==> config.mk <==
export PLATFORM = sky130hd
export DESIGN_NAME = wb_sdram_arbiter
export DESIGN_NICKNAME = d
export VERILOG_FILES = /design/src/rtl/wb_sdram_arbiter_pkg.sv /design/src/rtl/wb_sdram_arbiter_ctr.sv /design/src/rtl/wb_sdram_arbiter.sv
export SDC_FILE = /design/constraint.sdc
export NUM_CORES = 1
export LEC_CHECK = 0
export CAP_MARGIN = 20
export CORE_AREA = 2 2 118 120
export DETAILED_ROUTE_END_ITERATION = 8
export DIE_AREA = 0 0 120 122
export PLACE_DENSITY = 0.65
export SLEW_MARGIN = 20
export SYNTH_ARGS = -nofsm -noshare
export SYNTH_HDL_FRONTEND = slang
export SYNTH_SLANG_ARGS = --single-unit
==> constraint.sdc <==
create_clock -name i_clk -period 2.9 [get_ports i_clk]
set_input_delay 0.435 -clock i_clk [delete_from_list [all_inputs] [get_ports i_clk]]
set_output_delay 0.435 -clock i_clk [all_outputs]
set_load 0.005 [all_outputs]
==> src/rtl/wb_sdram_arbiter_pkg.sv <==
// Shared constants for the two-master SDRAM Wishbone arbiter.
//   arb_state_t : arbiter FSM state encodings
//   ARB_MA/MB   : master IDs used for the grant history and the response mux
package wb_sdram_arbiter_pkg;

  typedef enum logic [1:0] {
    ARB_IDLE  = 2'd0,
    ARB_OWN_A = 2'd1,
    ARB_OWN_B = 2'd2,
    ARB_DRAIN = 2'd3
  } arb_state_t;

  localparam logic ARB_MA = 1'b0;
  localparam logic ARB_MB = 1'b1;

endpackage

==> src/rtl/wb_sdram_arbiter_ctr.sv <==
// Outstanding-request counter for the SDRAM arbiter.
//   i_clk, i_rst : clock, async active-high reset
//   i_clr        : synchronous clear (abort, error)
//   i_inc        : a strobe was accepted by the slave
//   i_dec        : slave ack; ignored while the counter is empty
//   o_full       : count == 2^LGOUT-1, no further strobes may pass
//   o_empty      : nothing in flight
module wb_outstanding_ctr #(
  parameter int LGOUT = 5
) (
  input  logic i_clk,
  input  logic i_rst,
  input  logic i_clr,
  input  logic i_inc,
  input  logic i_dec,
  output logic o_full,
  output logic o_empty
);

  logic [LGOUT-1:0] count;
  logic             dec_ok;

  // A stray ack with nothing in flight must not wrap the counter.
  assign dec_ok  = i_dec && !o_empty;
  assign o_full  = &count;
  assign o_empty = (count == '0);

  always_ff @(posedge i_clk or posedge i_rst) begin
    if (i_rst)                 count <= '0;
    else if (i_clr)            count <= '0;
    else if (i_inc && !dec_ok) count <= count + 1'b1;
    else if (!i_inc && dec_ok) count <= count - 1'b1;
  end

endmodule

==> src/rtl/wb_sdram_arbiter.sv <==
// Two-master pipelined Wishbone arbiter in front of the SDRAM slave.
// Master A (CPU data) and master B (DMA) share one slave; every response is
// returned to the master that currently owns the bus. Ownership only changes
// after the owner drops cyc, receives an error, or (with fairness) drains.
//
// Optional feature: define WBARB_FAIRNESS_EN to force a hand-off after
// MAXBURST accepted strobes while the other master is waiting.
//
// Ports:
//   i_clk, i_rst            : SDRAM system clock, async active-high reset
//   i_a_* / o_a_*           : master A request / response
//   i_b_* / o_b_*           : master B request / response
//   o_cyc..o_sel            : request to the SDRAM slave
//   i_ack, i_stall, i_err,
//   i_data                  : response from the SDRAM slave
//
// state     | meaning
// ----------+-----------------------------------------------------------
// ARB_IDLE  | no owner, o_cyc low
// ARB_OWN_A | master A owns the slave
// ARB_OWN_B | master B owns the slave
// ARB_DRAIN | owner cut off, waiting for its outstanding acks
module wb_sdram_arbiter #(
  parameter int AW       = 26,
  parameter int DW       = 32,
  parameter int LGOUT    = 5,
  parameter int MAXBURST = 64
) (
  input  logic            i_clk,
  input  logic            i_rst,
  input  logic            i_a_cyc,
  input  logic            i_a_stb,
  input  logic            i_a_we,
  input  logic [AW-1:0]   i_a_addr,
  input  logic [DW-1:0]   i_a_data,
  input  logic [DW/8-1:0] i_a_sel,
  output logic            o_a_ack,
  output logic            o_a_stall,
  output logic            o_a_err,
  output logic [DW-1:0]   o_a_data,
  input  logic            i_b_cyc,
  input  logic            i_b_stb,
  input  logic            i_b_we,
  input  logic [AW-1:0]   i_b_addr,
  input  logic [DW-1:0]   i_b_data,
  input  logic [DW/8-1:0] i_b_sel,
  output logic            o_b_ack,
  output logic            o_b_stall,
  output logic            o_b_err,
  output logic [DW-1:0]   o_b_data,
  output logic            o_cyc,
  output logic            o_stb,
  output logic            o_we,
  output logic [AW-1:0]   o_addr,
  output logic [DW-1:0]   o_data,
  output logic [DW/8-1:0] o_sel,
  input  logic            i_ack,
  input  logic            i_stall,
  input  logic            i_err,
  input  logic [DW-1:0]   i_data
);

  import wb_sdram_arbiter_pkg::*;

  if (MAXBURST < 1) begin : g_bad_maxburst
    $error("MAXBURST must be at least 1");
  end

  arb_state_t state, state_nxt;
  logic       last, last_nxt;
  logic       owner, own, own_a, own_b, draining, cut;
  logic       m_cyc, m_stb, m_we;
  logic       full, empty, accept, ctr_clr, owner_stall;

  // In DRAIN the owner is the master granted last.
  assign own      = (state != ARB_IDLE);
  assign owner    = (state == ARB_OWN_A) ? ARB_MA :
                    (state == ARB_OWN_B) ? ARB_MB : last;
  assign own_a    = own && (owner == ARB_MA);
  assign own_b    = own && (owner == ARB_MB);
  assign draining = (state == ARB_DRAIN);

  assign m_cyc  = (owner == ARB_MB) ? i_b_cyc  : i_a_cyc;
  assign m_stb  = (owner == ARB_MB) ? i_b_stb  : i_a_stb;
  assign m_we   = (owner == ARB_MB) ? i_b_we   : i_a_we;
  assign o_addr = (owner == ARB_MB) ? i_b_addr : i_a_addr;
  assign o_data = (owner == ARB_MB) ? i_b_data : i_a_data;
  assign o_sel  = (owner == ARB_MB) ? i_b_sel  : i_a_sel;

  assign o_cyc       = own && m_cyc;
  assign o_stb       = o_cyc && m_stb && !full && !draining && !cut;
  assign o_we        = o_cyc && m_we;
  assign accept      = o_stb && !i_stall;
  assign owner_stall = i_stall || full || draining || cut;

  assign o_a_stall = !own_a || owner_stall;
  assign o_a_ack   = own_a && i_ack;
  assign o_a_err   = own_a && i_err;
  assign o_a_data  = own_a ? i_data : '0;
  assign o_b_stall = !own_b || owner_stall;
  assign o_b_ack   = own_b && i_ack;
  assign o_b_err   = own_b && i_err;
  assign o_b_data  = own_b ? i_data : '0;

`ifdef WBARB_FAIRNESS_EN
  localparam int BW = $clog2(MAXBURST + 1);
  logic [BW-1:0] burst_cnt;
  logic          other_cyc;

  assign other_cyc = (owner == ARB_MA) ? i_b_cyc : i_a_cyc;
  // Cut-off is combinational so the owner is stalled on the very cycle the
  // limit is hit; otherwise one extra strobe would slip through.
  assign cut = ((state == ARB_OWN_A) || (state == ARB_OWN_B)) &&
               (burst_cnt == BW'(MAXBURST)) && other_cyc;

  always_ff @(posedge i_clk or posedge i_rst) begin
    if (i_rst)                                   burst_cnt <= '0;
    else if (state == ARB_IDLE)                  burst_cnt <= '0;
    else if (accept && burst_cnt != BW'(MAXBURST)) burst_cnt <= burst_cnt + 1'b1;
  end
`else
  assign cut = 1'b0;
`endif

  wb_outstanding_ctr #(.LGOUT(LGOUT)) u_ctr (
    .i_clk   (i_clk),
    .i_rst   (i_rst),
    .i_clr   (ctr_clr),
    .i_inc   (accept),
    .i_dec   (i_ack),
    .o_full  (full),
    .o_empty (empty)
  );

  always_ff @(posedge i_clk or posedge i_rst) begin
    if (i_rst) begin
      state <= ARB_IDLE;
      last  <= ARB_MA;
    end else begin
      state <= state_nxt;
      last  <= last_nxt;
    end
  end

  always_comb begin
    state_nxt = state;
    last_nxt  = last;
    ctr_clr   = 1'b0;
    case (state)
      ARB_IDLE: begin
        // On a tie the master not granted last wins.
        if (i_a_cyc && (!i_b_cyc || last == ARB_MB)) begin
          state_nxt = ARB_OWN_A;
          last_nxt  = ARB_MA;
        end else if (i_b_cyc) begin
          state_nxt = ARB_OWN_B;
          last_nxt  = ARB_MB;
        end
      end
      ARB_OWN_A, ARB_OWN_B: begin
        // Dropping cyc is an abort: in-flight acks are forgotten.
        if (!m_cyc || i_err) begin
          state_nxt = ARB_IDLE;
          ctr_clr   = 1'b1;
        end else if (cut) begin
          state_nxt = ARB_DRAIN;
        end
      end
      ARB_DRAIN: begin
        // Only reachable with fairness compiled in.
        if (!m_cyc || i_err) begin
          state_nxt = ARB_IDLE;
          ctr_clr   = 1'b1;
        end else if (empty) begin
          state_nxt = ARB_IDLE;
        end
      end
      default: state_nxt = ARB_IDLE;
    endcase
  end

endmodule

==> tab_implementation.tex <==
\begin{tabular}{lr}
\hline
Metric & Value \\
\hline
\multicolumn{2}{l}{\textbf{Worst setup path}} \\
\quad Maximum single-stage delay on the critical path & 0.38 ns \\
\quad End of the worst register-to-register path & u\_ctr.count[4] \\
\quad Bufs and invs on worst path & 2 \\
\quad Worst Path Max Fanout & 4 \\
\quad Critical Path Start Type & flip-flop \\
\quad Setup slack of the most critical reg-to-reg path & -0.009 ns \\
\quad Slowest cell on crit path & dfrtp\_1 \\
\quad Length in cells of the worst reg-to-reg path & 12 \\
\quad Setup Crit Path Kind & reg -> reg \\
\quad Crit path required time & just over 3 ns \\
\quad Crit path arrival time & 3.03 ns \\
\quad Worst Setup SP & state[0] \\
\quad CP delay by family, top & simple AND/OR/NAND/NOR gates \\
\quad Cell with the most instances on the worst path & inv\_2 \\
\quad Startpoint of the lowest-slack register-to-register path & state[0] \\
\quad Sequence of cells on the critical path & inv\_2 -> ha\_2 -> o21bai\_4 -> mux2\_4 -> nor3\_4 -> inv\_2 -> fa\_2 -> a21o\_1 -> a21oi\_2 -> nor4\_2 -> or3\_1 -> and3\_1 \\
\quad Type of destination of the critical path & flip-flop \\
\multicolumn{2}{l}{\textbf{Synth}} \\
\quad Syn avg cell area & about 8.5 um2 \\
\quad Net count after synthesis & 402 \\
\quad Total standard cell area after synthesis & 1930 um2 \\
\quad Number of flip-flops and latches in the synthesized netlist & 8 \\
\quad Dominant synthesized flop cell & dfrtp\_1 \\
\quad Post-synth EDFFs & 0 \\
\quad Most frequent cell after synthesis & and2\_1 \\
\quad Most common library cells after synthesis & and2\_1 (68), mux2\_2 (63), clkbuf\_1 (8), dfrtp\_1 (8) \\
\quad Share of synthesized area occupied by flip-flops and latches & 0.104 \\
\quad Cell types with the largest area share after synthesis & mux2\_2 (37\%), and2\_1 (22\%), dfrtp\_1 (10\%) \\
\quad Yosys top cell area share & 0.367 \\
\quad Warning count from the yosys run & 0 \\
\quad Unique masters post-synth & 36 \\
\quad Synth Instances & 227 \\
\quad Largest area contributor in the netlist & mux2\_2 \\
\quad Async set-or-reset flop fraction in the synthesized netlist & 1.00 \\
\multicolumn{2}{l}{\textbf{STA}} \\
\quad Slew at the pin closest to its max-slew limit & 0.475 ns \\
\quad F\_max & 0.344 GHz \\
\quad Hold WS & 0.461 ns \\
\quad Total of endpoints with negative setup slack in the final report & 1 \\
\quad Clock Skews & about 0.0017 ns \\
\quad Pins Over Slew Limit & 0 \\
\quad Worst setup margin & -0.00912 ns \\
\quad Minimum clock period after layout & 2.91 ns \\
\quad Tightest slew margin relative to the limit & 0.682 \\
\quad Unrepaired setup endpoints after global routing & yes \\
\quad Final worst-path cycle share & 1.00 \\
\quad Final hold violation count & 0 \\
\multicolumn{2}{l}{\textbf{Finish}} \\
\quad Post-route core utilization & 0.403 \\
\quad Post-layout net count & 716 \\
\quad Total area of sequential cells & about 200 um2 \\
\quad Non-filler cells, final & 719 \\
\quad Area used by multi-input combinational logic & 1680 um2 \\
\quad Share of cells above drive strength 1 & 0.195 \\
\quad Final instance area & 5440 um2 \\
\quad Count of fill cells added during filler insertion & 1,339 \\
\quad Layout area overhead & 182\% \\
\quad Number of antenna repair diodes & 0 \\
\multicolumn{2}{l}{\textbf{Route}} \\
\quad Via density per instance & 3.98 \\
\quad Via Count & approximately 2,900 \\
\quad DRC violation total after the first TritonRoute iteration & 58 \\
\quad DRT antenna net count & 0 \\
\quad Average wire per standard cell & 15.4 um \\
\quad Wire length after detailed routing & 11.1 mm \\
\quad Drc violations & 0 \\
\quad First drt pass iteration count & 4 \\
\multicolumn{2}{l}{\textbf{Pwr}} \\
\quad Pwr Density & 787 nW/um2 \\
\quad Internal power component & 2.77 mW \\
\quad Sequential power share & 0.052 \\
\quad Worst VDD drop & 0.380 mV \\
\quad Part of the power in combinational logic & 0.894 \\
\quad Sw Share & 0.354 \\
\quad Clock share of power & 0.054 \\
\quad Power spent charging and discharging nets & 1.51 mW \\
\quad Leakage power figure & 2.09 nW \\
\multicolumn{2}{l}{\textbf{Run}} \\
\quad Max-cap violations & 0 \\
\multicolumn{2}{l}{\textbf{Placement}} \\
\quad Total half-perimeter wirelength after legalization and detailed placement & around 9.5 mm \\
\quad Last weighted congestion value of the routability-driven placer & just under 0.8 \\
\quad Placed cell area & 5270 um2 \\
\quad \# port buffers & $\sim$300 \\
\quad \# placed instances & roughly 710 \\
\multicolumn{2}{l}{\textbf{Floorplanning}} \\
\quad Die width & 120 um \\
\quad Core box area & 13,500 um2 \\
\quad Site row count & 43 \\
\quad IO Count & a little over 300 \\
\quad Die area & 14,600 um2 \\
\quad Initial Util & 0.143 \\
\quad Floorplan die height & 122 um \\
\multicolumn{2}{l}{\textbf{Clock network}} \\
\quad Clock tree from TritonCTS & done \\
\quad CTS root buffer & clkbuf\_16 \\
\quad Clock buffers created by TritonCTS & 3 \\
\quad Clock Path Buffers & 2 \\
\quad Clk\_lat worst skew & about 0.23 ns \\
\quad Clock transition at the registers of the reported paths & 0.04 ns \\
\quad Post-CTS Hold Fix Bufs & 0 \\
\quad H-tree levels & 1 \\
\quad Number of sinks handled by clock tree synthesis & 8 \\
\multicolumn{2}{l}{\textbf{Global route}} \\
\quad Total routing usage reported by global routing & 0.136 \\
\quad Global route total overflow & 0 \\
\quad Antenna violations before repair & 0 \\
\quad GR Layer Usage met3 & 0.0332 \\
\quad Global-route track usage on met2 & 0.255 \\
\quad Wire length of the first global-routing pass & about 16 mm \\
\quad Global-route track usage on met1 & 0.160 \\
\quad Most heavily used metal layer in global routing & met2 \\
\quad Largest net degree at the start of global routing & 36 \\
\quad Via count of the first global-routing pass & 2,872 \\
\multicolumn{2}{l}{\textbf{Outcome}} \\
\quad Failing checks & negative setup slack \\
\quad Run status & finished with violations \\
\multicolumn{2}{l}{\textbf{Worst hold path}} \\
\quad Class of the tightest hold or removal check & in -> async \\
\hline
\end{tabular}
## per-stage QoR
step / total power, mW / TNS [ns] / setup WS, ns
after global routing: 4.59 / -0.140 / -0.110
after CTS: 4.33 / 0 / 0.0325
final: 4.29 / -0.00912 / -0.00912
after detailed placement: 3.91 / -0.255 / -0.255
after floorplan: 1.84 / 0 / 0.000463
after global placement: 3.87 / -0.168 / -0.168
## cell type report
cell class                      instances  share of cell area
Clock buffer                            3              0.0138
Timing Repair Buffer                  323               0.595
Inverter                                7             0.00483
Multi-Input combinational cell        198               0.308
Tap cell                              180              0.0414
Sequential cell                         8              0.0368
## cells in the final DEF, fill, tap and decap left out, drive strengths merged, types with 4 or more instances in the layout
cell / instances
dfrtp: 8
buf: 22
and2: 68
o21ai: 8
inv: 7
ha: 7
nor2: 4
nand2: 6
a21oi: 6
clkdlybuf4s50: 301
mux2: 63
## power by group through the flow
stage               clock network (mW)  registers [mW]  logic (mW)
detailed placement                   0           0.221        3.69
CTS                              0.236           0.219        3.87
global placement                     0           0.214        3.66
global route                     0.238           0.231        4.12
floorplan                            0           0.210        1.63
finish                           0.231           0.223        3.83
## state kept, by name, indices dropped and copies added (netlist names)
| register | flops |
|---|---|
| u_ctr.count | 5 |
| state | 2 |
| last | 1 |
## worst max path at each step
stage               slack, ns  cells past startpoint        endpoint
floorplan              0.0005                     10  u_ctr.count[4]
global placement        -0.17                     11  u_ctr.count[4]
detailed placement      -0.26                     11  u_ctr.count[4]
CTS                      0.03                     10  u_ctr.count[4]
global route            -0.11                     12  u_ctr.count[4]
finish                 -0.009                     12  u_ctr.count[4]
## cells by family (layout without fill, tap and decap cells)
kind of cell,Yosys count,in the layout,share of synthesized area
flops,8,8,0.104
fa+ha+maj,8,8,0.0557
compound gates,29,29,0.107
xor+xnor,2,2,0.00906
buf+inv,21,333,0.0447
mux,66,66,0.383
simple gates,93,93,0.298
## routing by layer
metal | wire, um | vias up | part of all wire
li1 | - | 1419 | -
met1 | 4220 | 1253 | 0.38
met2 | 5790 | 182 | 0.52
met3 | 991 | 6 | 0.089
met4 | 80 | 0 | 0.0072
met5 | 0 | - | 0
## what timing repair did
item,4_1_cts,5_1_grt
pin swaps,6,4
setup endpoints to repair,40,3
gates cloned,1,0
resized for setup,5,3
buffers inserted,5,1
## worst register-to-register path, delay by kind of cell (launching register included)
family / cells / cell delay (ns)
fa+ha+maj: 2 / 0.55
compound gates: 3 / 0.56
mux: 1 / 0.34
flops: 1 / 0.38
simple gates: 4 / 0.80
buf+inv: 2 / 0.16
Note: power is estimated with default switching activity, not from simulation.
